**config.mk**
```make
export PLATFORM = sky130hd
export DESIGN_NAME = button_debouncer_flat
export DESIGN_NICKNAME = d
export VERILOG_FILES = /design/src/rtl/button_debouncer_if.sv /design/src/rtl/button_debouncer.sv /design/src/flat_wrapper.sv
export SDC_FILE = /design/constraint.sdc
export NUM_CORES = 1
export LEC_CHECK = 0
export BUFFER_PORTS_ARGS = -buffer_cell sky130_fd_sc_hd__buf_4
export CORE_ASPECT_RATIO = 1.4
export CORE_UTILIZATION = 50
export CTS_CLUSTER_SIZE = 28
export DETAILED_ROUTE_END_ITERATION = 10
export PLACE_DENSITY = 0.69
export SLEW_MARGIN = 20
export SYNTH_ARGS = -nofsm -noshare
export SYNTH_HDL_FRONTEND = slang
export SYNTH_SLANG_ARGS = --single-unit
```
**constraint.sdc**
```tcl
create_clock -name CLK -period 2.04 [get_ports CLK]
set_input_delay 0.204 -clock CLK [delete_from_list [all_inputs] [get_ports CLK]]
set_output_delay 0.204 -clock CLK [all_outputs]
set_load 0.02 [all_outputs]
```
**src/rtl/button_debouncer_if.sv**
```systemverilog
// ---------------------------------------------------------------------------
// button_debouncer_if
//
// Groups the button-facing signals of button_debouncer into one bundle.
//
// Signals (NBTN bits each):
//   BTN_IN      raw button pins, active-high, asynchronous to the clock
//   BTN_LEVEL   debounced level per button
//   BTN_PRESS   one-cycle pulse on an accepted 0->1
//   BTN_RELEASE one-cycle pulse on an accepted 1->0
//   BTN_LONG    one-cycle long-press pulse (constant 0 when the feature is off)
//
// Modports:
//   master  board / testbench side: drives BTN_IN, observes the outputs
//   slave   debouncer side: samples BTN_IN, drives the outputs
// ---------------------------------------------------------------------------
interface button_debouncer_if #(
    parameter int NBTN = 4
);
    logic [NBTN-1:0] BTN_IN;
    logic [NBTN-1:0] BTN_LEVEL;
    logic [NBTN-1:0] BTN_PRESS;
    logic [NBTN-1:0] BTN_RELEASE;
    logic [NBTN-1:0] BTN_LONG;

    modport master (
        output BTN_IN,
        input  BTN_LEVEL,
        input  BTN_PRESS,
        input  BTN_RELEASE,
        input  BTN_LONG
    );

    modport slave (
        input  BTN_IN,
        output BTN_LEVEL,
        output BTN_PRESS,
        output BTN_RELEASE,
        output BTN_LONG
    );
endinterface

```
**src/rtl/button_debouncer.sv**
```systemverilog
// ---------------------------------------------------------------------------
// button_debouncer
//
// Brings NBTN raw board buttons into the CLK domain. Each pin goes through a
// 2-flop synchronizer, is sampled on a shared prescaled tick and is debounced
// by its own 4-state FSM (IDLE, PRESS_WAIT, PRESSED, RELEASE_WAIT). A level
// change is accepted after STABLE consecutive agreeing tick samples.
//
// Ports:
//   CLK    system clock, rising edge
//   RESET  asynchronous, active-high; clears all state
//   bus    button_debouncer_if.slave
//            BTN_IN      raw pins (1 = pressed)
//            BTN_LEVEL   registered debounced level
//            BTN_PRESS   one-cycle pulse after the tick accepting 0->1
//            BTN_RELEASE one-cycle pulse after the tick accepting 1->0
//            BTN_LONG    one-cycle long-press pulse
//
// Parameters:
//   NBTN        number of buttons (must match the interface instance)
//   TICK_LOG2   sample tick every 2^TICK_LOG2 clocks (1..24)
//   STABLE      agreeing samples to accept a change (2..15)
//   LONG_TICKS  ticks held before the long-press pulse (1..65535)
//
// Optional feature macro: BUTTON_DEBOUNCER_LONG_PRESS_EN
//   Defined   : per-button 16-bit saturating hold counter, BTN_LONG pulses
//               once per press when the hold reaches LONG_TICKS.
//   Undefined : no hold counters, BTN_LONG tied to 0.
// ---------------------------------------------------------------------------
module button_debouncer #(
    parameter int NBTN       = 4,
    parameter int TICK_LOG2  = 16,
    parameter int STABLE     = 4,
    parameter int LONG_TICKS = 256
) (
    input  logic                 CLK,
    input  logic                 RESET,
    button_debouncer_if.slave    bus
);

    typedef enum logic [1:0] {
        IDLE         = 2'd0,
        PRESS_WAIT   = 2'd1,
        PRESSED      = 2'd2,
        RELEASE_WAIT = 2'd3
    } state_t;

    // An out-of-range configuration never produces a tick, so the block stays
    // inert instead of debouncing with a truncated threshold.
    localparam bit PARAMS_OK = (TICK_LOG2 >= 1) && (TICK_LOG2 <= 24) &&
                               (STABLE >= 2) && (STABLE <= 15) &&
                               (LONG_TICKS >= 1) && (LONG_TICKS <= 65535);

    localparam logic [3:0]           STABLE_C  = 4'(STABLE);
    localparam logic [TICK_LOG2-1:0] PRESC_ONE = TICK_LOG2'(1);

    // -----------------------------------------------------------------------
    // Two-flop synchronizer per pin
    // -----------------------------------------------------------------------
    logic [NBTN-1:0] sync1_reg;
    logic [NBTN-1:0] sync2_reg;

    always_ff @(posedge CLK or posedge RESET) begin
        if (RESET) begin
            sync1_reg <= '0;
            sync2_reg <= '0;
        end else begin
            sync1_reg <= bus.BTN_IN;
            sync2_reg <= sync1_reg;
        end
    end

    // -----------------------------------------------------------------------
    // Shared prescaler: tick is high during the cycle the counter is all-ones,
    // so the FSMs act on the edge that wraps it back to zero.
    // -----------------------------------------------------------------------
    logic [TICK_LOG2-1:0] presc_reg;
    logic                 tick;

    always_ff @(posedge CLK or posedge RESET) begin
        if (RESET) begin
            presc_reg <= '0;
        end else begin
            presc_reg <= presc_reg + PRESC_ONE;
        end
    end

    assign tick = (&presc_reg) && PARAMS_OK;

    // -----------------------------------------------------------------------
    // Per-button debounce FSM
    // -----------------------------------------------------------------------
    genvar gi;
    generate
        for (gi = 0; gi < NBTN; gi++) begin : g_btn
            state_t     state_reg, state_next;
            logic [3:0] cnt_reg, cnt_next;
            logic       level_reg, level_next;
            logic       press_reg, press_next;
            logic       release_reg, release_next;
            logic       sample;
            logic [3:0] cnt_inc;

            assign sample  = sync2_reg[gi];
            assign cnt_inc = cnt_reg + 4'd1;

            always_comb begin
                state_next   = state_reg;
                cnt_next     = cnt_reg;
                level_next   = level_reg;
                press_next   = 1'b0;
                release_next = 1'b0;
                if (tick) begin
                    case (state_reg)
                        IDLE: begin
                            if (sample) begin
                                state_next = PRESS_WAIT;
                                cnt_next   = 4'd1;
                            end
                        end
                        PRESS_WAIT: begin
                            if (!sample) begin
                                state_next = IDLE;
                                cnt_next   = 4'd0;
                            end else if (cnt_inc == STABLE_C) begin
                                state_next = PRESSED;
                                cnt_next   = 4'd0;
                                level_next = 1'b1;
                                press_next = 1'b1;
                            end else begin
                                cnt_next = cnt_inc;
                            end
                        end
                        PRESSED: begin
                            if (!sample) begin
                                state_next = RELEASE_WAIT;
                                cnt_next   = 4'd1;
                            end
                        end
                        RELEASE_WAIT: begin
                            if (sample) begin
                                state_next = PRESSED;
                                cnt_next   = 4'd0;
                            end else if (cnt_inc == STABLE_C) begin
                                state_next   = IDLE;
                                cnt_next     = 4'd0;
                                level_next   = 1'b0;
                                release_next = 1'b1;
                            end else begin
                                cnt_next = cnt_inc;
                            end
                        end
                        default: begin
                            state_next = IDLE;
                            cnt_next   = 4'd0;
                        end
                    endcase
                end
            end

            always_ff @(posedge CLK or posedge RESET) begin
                if (RESET) begin
                    state_reg   <= IDLE;
                    cnt_reg     <= 4'd0;
                    level_reg   <= 1'b0;
                    press_reg   <= 1'b0;
                    release_reg <= 1'b0;
                end else begin
                    state_reg   <= state_next;
                    cnt_reg     <= cnt_next;
                    level_reg   <= level_next;
                    press_reg   <= press_next;
                    release_reg <= release_next;
                end
            end

            assign bus.BTN_LEVEL[gi]   = level_reg;
            assign bus.BTN_PRESS[gi]   = press_reg;
            assign bus.BTN_RELEASE[gi] = release_reg;

`ifdef BUTTON_DEBOUNCER_LONG_PRESS_EN
            localparam logic [15:0] LONG_C = 16'(LONG_TICKS);

            logic [15:0] hold_reg, hold_next;
            logic [15:0] hold_inc;
            logic        long_reg, long_next;

            // Saturating so a very long hold never wraps into a second pulse.
            assign hold_inc = (hold_reg == 16'hFFFF) ? hold_reg : hold_reg + 16'd1;

            always_comb begin
                hold_next = hold_reg;
                long_next = 1'b0;
                if (tick) begin
                    if (state_reg == PRESS_WAIT && state_next == PRESSED) begin
                        hold_next = 16'd0;
                    end else if (state_reg == PRESSED || state_reg == RELEASE_WAIT) begin
                        // A rejected release keeps counting; only the exact
                        // crossing into LONG_TICKS fires, once per press.
                        hold_next = hold_inc;
                        long_next = (hold_reg != LONG_C) && (hold_inc == LONG_C);
                    end else begin
                        hold_next = 16'd0;
                    end
                end
            end

            always_ff @(posedge CLK or posedge RESET) begin
                if (RESET) begin
                    hold_reg <= 16'd0;
                    long_reg <= 1'b0;
                end else begin
                    hold_reg <= hold_next;
                    long_reg <= long_next;
                end
            end

            assign bus.BTN_LONG[gi] = long_reg;
`else
            assign bus.BTN_LONG[gi] = 1'b0;
`endif
        end
    endgenerate

endmodule

```
**src/flat_wrapper.sv**
```systemverilog
// flat-port wrapper written by rule: the top's interface ports become plain ports
module button_debouncer_flat 
#(
    parameter int NBTN       = 4,
    parameter int TICK_LOG2  = 16,
    parameter int STABLE     = 4,
    parameter int LONG_TICKS = 256
)
  (CLK, RESET, bus_BTN_IN, bus_BTN_LEVEL, bus_BTN_PRESS, bus_BTN_RELEASE, bus_BTN_LONG);
  button_debouncer_if #(.NBTN(NBTN)) bus_i ();
  input  logic CLK;
  input  logic RESET;
  input wire logic [$bits(bus_i.BTN_IN)-1:0] bus_BTN_IN;
  output wire logic [$bits(bus_i.BTN_LEVEL)-1:0] bus_BTN_LEVEL;
  output wire logic [$bits(bus_i.BTN_PRESS)-1:0] bus_BTN_PRESS;
  output wire logic [$bits(bus_i.BTN_RELEASE)-1:0] bus_BTN_RELEASE;
  output wire logic [$bits(bus_i.BTN_LONG)-1:0] bus_BTN_LONG;
  assign bus_i.BTN_IN = bus_BTN_IN;
  assign bus_BTN_LEVEL = bus_i.BTN_LEVEL;
  assign bus_BTN_PRESS = bus_i.BTN_PRESS;
  assign bus_BTN_RELEASE = bus_i.BTN_RELEASE;
  assign bus_BTN_LONG = bus_i.BTN_LONG;
  button_debouncer #(.NBTN(NBTN), .TICK_LOG2(TICK_LOG2), .STABLE(STABLE), .LONG_TICKS(LONG_TICKS)) u_core (.CLK(CLK), .RESET(RESET), .bus(bus_i));
endmodule
```
# Yosys cells after proc, flatten, opt, wreduce, memory -nomap -nowiden
# Index checks and enable logic that the tools add are counted.
[totals]
reg_bits = 60
input_bits = 6
output_inout_bits = 16
word_cells = 197
[op_classes]
n_addsub = 5
n_eq_ne = 48
mux = 100
reduce_logical = 21
[ops]
columns = ["operator", "n"]
rows = [
  ["AND reduction 21 bit", 4],
  ["two-way mux 4 bit", 20],
  ["AND reduction 20 bit", 4],
  ["AND reduction 18 bit", 4],
  ["one-hot mux 4 bit (4 select lines)", 4],
  ["two-way mux 2 bit", 24],
  ["two-way mux 1 bit", 44],
  ["!= test 2 x 1 -> 1 bit (second input constant)", 16],
  ["one-hot mux 2 bit (4 select lines)", 4],
  ["adder 16 x 1 -> 16 bit (second input constant)", 1],
  ["adder 4 x 1 -> 4 bit (second input constant)", 4],
  ["equality test 2 bit (second input constant)", 8],
  ["equality test 4 x 3 -> 1 bit (second input constant)", 4],
  ["!= test 2 bit (second input constant)", 8],
  ["AND reduction 16 bit", 1],
  ["!= test 3 x 1 -> 1 bit (second input constant)", 4],
  ["!= test 3 bit (second input constant)", 4],
  ["equality test 2 x 1 -> 1 bit (second input constant)", 4],
  ["zero test 2 bit", 4],
  ["one-hot mux 1 bit (2 select lines)", 4],
  ["nonzero test 2 bit", 4],
]

# Longest topological paths before layout
[logic_depth]
ltp_word = 6
depth_mapped = 8
depth_no_buf = 6

# Least setup slack after synthesis
# No wires, ideal clock.
[synth_timing]
path_kind = "reg-to-reg"
start = "register u_core.presc_reg[0]"
end = "register (tool-made name)"
setup_ns = 0.125
t_arrival_ns = 1.935
t_required_ns = 1.915
slack_ns = -0.020
stages_incl_launch_ff = 7
n_path_buf = 1
period_less_slack_ns = 2.060
cell_sequence = "dfrtp_1 > ha_1 > nand3_1 > or4_1 > buf_2 > or3_4 > mux2_4"
[synth_lines]
columns = ["item", "line", "text"]
rows = [
  ["start: declaration", "button_debouncer.sv:77", "logic [TICK_LOG2-1:0] presc_reg;"],
  ["start signal: assignment", "button_debouncer.sv:84", "presc_reg <= presc_reg + PRESC_ONE;"],
]

# Final worst setup path
[layout_timing]
start = "register u_core.presc_reg[14]"
end = "register u_core.g_btn[0].cnt_reg[3]"
[layout_via]
elab_chain_cells = 1
[layout_rtl]
columns = ["item", "line", "text"]
rows = [
  ["AND reduction 18 bit (no line)", "--", ""],
  ["end signal: assignment", "button_debouncer.sv:170", "cnt_reg <= cnt_next;"],
  ["end: declaration", "button_debouncer.sv:97", "logic [3:0] cnt_reg, cnt_next;"],
]
# No other way between the ends.
# A chain may end at the register's enable or synchronous reset.

==> out/qor.txt <==
status -> complete, no violations
area of the core region -> 5530 µm²
placed standard-cell area -> 3080 µm²
area added between synthesis and finish -> 15.7%
pin count of the biggest net entering global routing -> 41
fraction of the core area covered by cells at the end of the flow -> 60.0%
clock transition time at the flip-flop clock pins of the worst setup and hold paths -> 0.06 ns
count of final setup violators -> 0
share of flip-flops with an asynchronous set or reset after synthesis -> 100%
total length of routed met3 wires -> 126 µm
global-route wire length before repair -> 8720 µm
most area-hungry cell type in the Yosys netlist -> sky130_fd_sc_hd__dfrtp_1
Detail Route Antenna Nets -> 0
crit path launch type -> register
Port Buffers -> 17
fmax -> 0.512 GHz
length of the first detailed-routing pass in iterations -> 4
Period minus WS final -> 1.95 ns
diodes inserted -> 0
Critical Path Fanout Max -> 17
post-route standard cell area excluding fillers -> 3310 µm²
simple logic cell fraction of the synthesized area -> 18.3%
part of the total power dissipated in the clock network -> 41.9%
Power Dens Cells -> 656 nW/µm²
number of DRC markers in iteration 0 -> 132
leading cell types by count after synthesis -> sky130_fd_sc_hd__dfrtp_1 (60), sky130_fd_sc_hd__nand2_1 (31), sky130_fd_sc_hd__o21ai_0 (21), sky130_fd_sc_hd__buf_4 (16), sky130_fd_sc_hd__xnor2_1 (12)
portion of netlist area occupied by mux cells -> 0.918%
met2 layer wire length in the routed design -> 2500 µm
sequential area share after synthesis -> 52.4%
endpoint kind of the worst setup timing path -> register
Worst EP arrival -> 2.22 ns
mean instance size in the synthesized netlist -> 10.6 µm²
TritonCTS clock tree -> done
number of nets in the finished design -> 314
final worst clock skew -> 0.00762 ns
share of post-route cells with drive strength above 1 -> 17.5%
clock latency of the later-clocked register in the worst-skew pair -> 0.33 ns
DRT Wirelength -> 4910 µm
Worst-Margin Slew -> 0.599 ns
number of max-slew violations in the final report -> 0
residual overflow from global routing -> 0
compound-gate portion of the synthesized area -> 12.3%
final weighted congestion of routability-driven global placement -> 0.782
primary flip-flop cell chosen by synthesis mapping -> sky130_fd_sc_hd__dfrtp_1
Gate Count Post-Synth -> 269
Distinct cells, synth -> 44
Final HPWL DP -> 3460 µm
height of the chip -> 91.5 µm
top routing layer used -> met4
number of global-route vias before repair -> 2,071
number of antenna violations at the first check in global routing -> 0
post-synthesis cell area -> 2860 µm²
total number of vias -> 2,017
net switching fraction of the power -> 21.1%
reported leakage power -> 1.53 nW
number of clock buffers inserted by TritonCTS -> 9
Yosys warning count -> 0
maximum vdd drop -> 0.000481 V
via density per instance -> 5.44
sequential cell fraction of total power -> 55.4%
area share of the largest cell type after synthesis -> 52.4%
total number of clock tree sinks -> 60
initial core utilization -> 51.8%
power dissipated by switching net loads -> 0.000459 W
die area -> 6040 µm²
fraction of the mapped netlist area in adder cells -> 3.93%
number of max-cap violations -> 0
standard-cell rows -> 32
number of synthesized flops with an enable pin -> 0
synth top area cells -> sky130_fd_sc_hd__dfrtp_1 (52%), sky130_fd_sc_hd__buf_4 (4.2%), sky130_fd_sc_hd__nand2_1 (4.1%)
Remaining DRCs -> 0
clock tree buffer depth -> 2
buffer cell driving the clock tree root -> sky130_fd_sc_hd__clkbuf_8
overall power consumption -> 0.00217 W
worst relative slew slack -> 59.9%
area share of xor/xnor cells in the synthesized design -> 6.12%
relative contribution of combinational cells to total power -> 2.6%
I/O pin count -> 22
combinational family with the most area after synthesis -> simple AND/OR/NAND/NOR gates
required time reported for the critical path endpoint -> 2.31 ns
total count of hold-check failures in the final report -> 0
total routed wire length on the met1 layer -> 2150 µm
level count of the clock H-tree -> 3
global routing usage summed across all routing layers -> 19.2%
Cell Int Power -> 0.00171 W
Period Utilization, post-route -> 95.7%
WL per Instance -> 13.2 µm
unrepaired setup endpoints after global routing -> yes
register bit total from synthesis -> 60
path type of the worst setup path -> reg -> reg
top-count cell post-synth -> sky130_fd_sc_hd__dfrtp_1
worst hold-check path type -> reg -> reg
horizontal die dimension -> 66.0 µm
==> repair_timing <==
action | in CTS | in global routing
hold buffers | 5 | 0
setup buffers | 0 | 0
gates resized for setup | 0 | 3
endpoints found under the hold margin | 24 | 0
endpoints found under the setup margin | 0 | 2
==> path summary, 6_finish.rpt <==
check | start | end | slack [ns] | cells after the start
worst max-delay path | u_core.presc_reg[14] | u_core.g_btn[0].cnt_reg[3] | 0.09 | 6
worst min-delay path | u_core.sync1_reg[3] | u_core.sync2_reg[3] | 0.35 | 0
worst max register to register | u_core.presc_reg[14] | u_core.g_btn[0].cnt_reg[3] | 0.09 | 6
worst min register to register | u_core.sync1_reg[3] | u_core.sync2_reg[3] | 0.35 | 0
max in group asynchronous | RESET | u_core.g_btn[1].cnt_reg[1] | 1.05 | 4
min in group asynchronous | RESET | u_core.sync1_reg[2] | 0.44 | 3
==> power groups by stage <==
stage	logic (W)	clock network (W)	registers (W)
after CTS	0.0000592	0.000939	0.00120
after global routing	0.0000650	0.000998	0.00120
after floorplan	0.0000368	0	0.00122
after global placement	0.0000504	0	0.00123
final	0.0000571	0.000911	0.00120
after detailed placement	0.0000513	0	0.00123
==> per-layer routing <==
metal,up-vias,global-route usage (%)
li1,1016,-
met1,962,21.5
met2,25,32.0
met3,14,5.15
met4,0,11.0
met5,-,0
==> worst max-delay path: stages (launching register included) <==
cell and delay [ns]:
sky130_fd_sc_hd__dfrtp_1 0.40, sky130_fd_sc_hd__nand4_1 0.17, sky130_fd_sc_hd__or4_4 0.52, sky130_fd_sc_hd__buf_6 0.17, sky130_fd_sc_hd__or3_1 0.35, sky130_fd_sc_hd__a21oi_1 0.17
sky130_fd_sc_hd__a21o_1 0.11
==> cells by family after synthesis <==
kind of cell             count (synthesis)
other                                    1
AO/OA/AOI/OAI                           55
flip-flops                              60
multiplexers                             2
XOR/XNOR                                20
buffers and inverters                   28
adder cells (fa/ha/maj)                  9
AND/OR/NAND/NOR                         94
==> cell usage in the layout (no fill, tap or decap), types with 8 or more instances in the layout <==
cell type	netlist	layout
sky130_fd_sc_hd__o21ai_0	21	21
sky130_fd_sc_hd__xor2_1	8	8
sky130_fd_sc_hd__xnor2_1	12	12
sky130_fd_sc_hd__buf_4	16	27
sky130_fd_sc_hd__ha_1	9	9
sky130_fd_sc_hd__nand3_1	11	10
sky130_fd_sc_hd__clkbuf_8	0	11
sky130_fd_sc_hd__nand2b_1	8	8
sky130_fd_sc_hd__dfrtp_1	60	60
sky130_fd_sc_hd__inv_1	9	8
sky130_fd_sc_hd__nand2_1	31	31
==> through the flow <==
step           TNS [ns]  worst slack (ns)  cells  hold WS (ns)
3_3_place_gp          0            0.0960    351         0.246
2_1_floorplan         0            0.0175    272         0.235
3_5_place_dp          0            0.0141    351         0.252
6_report              0            0.0875    371         0.349
5_1_grt         -0.0115           -0.0115    371         0.367
4_1_cts               0           0.00367    371         0.349
==> layout make-up <==
| class | count | area, µm² |
|---|---|---|
| fillers | 468 | 2210 |
| flip-flops and latches | 60 | 1500 |
| multi-input cells | 184 | 1220 |
| repair buffers | 35 | 304 |
| clock buffers | 13 | 159 |
| well taps | 68 | 85.1 |
| inverters | 9 | 33.8 |
| clock inverters | 2 | 10.0 |
Power figures use the tool's default switching activity.
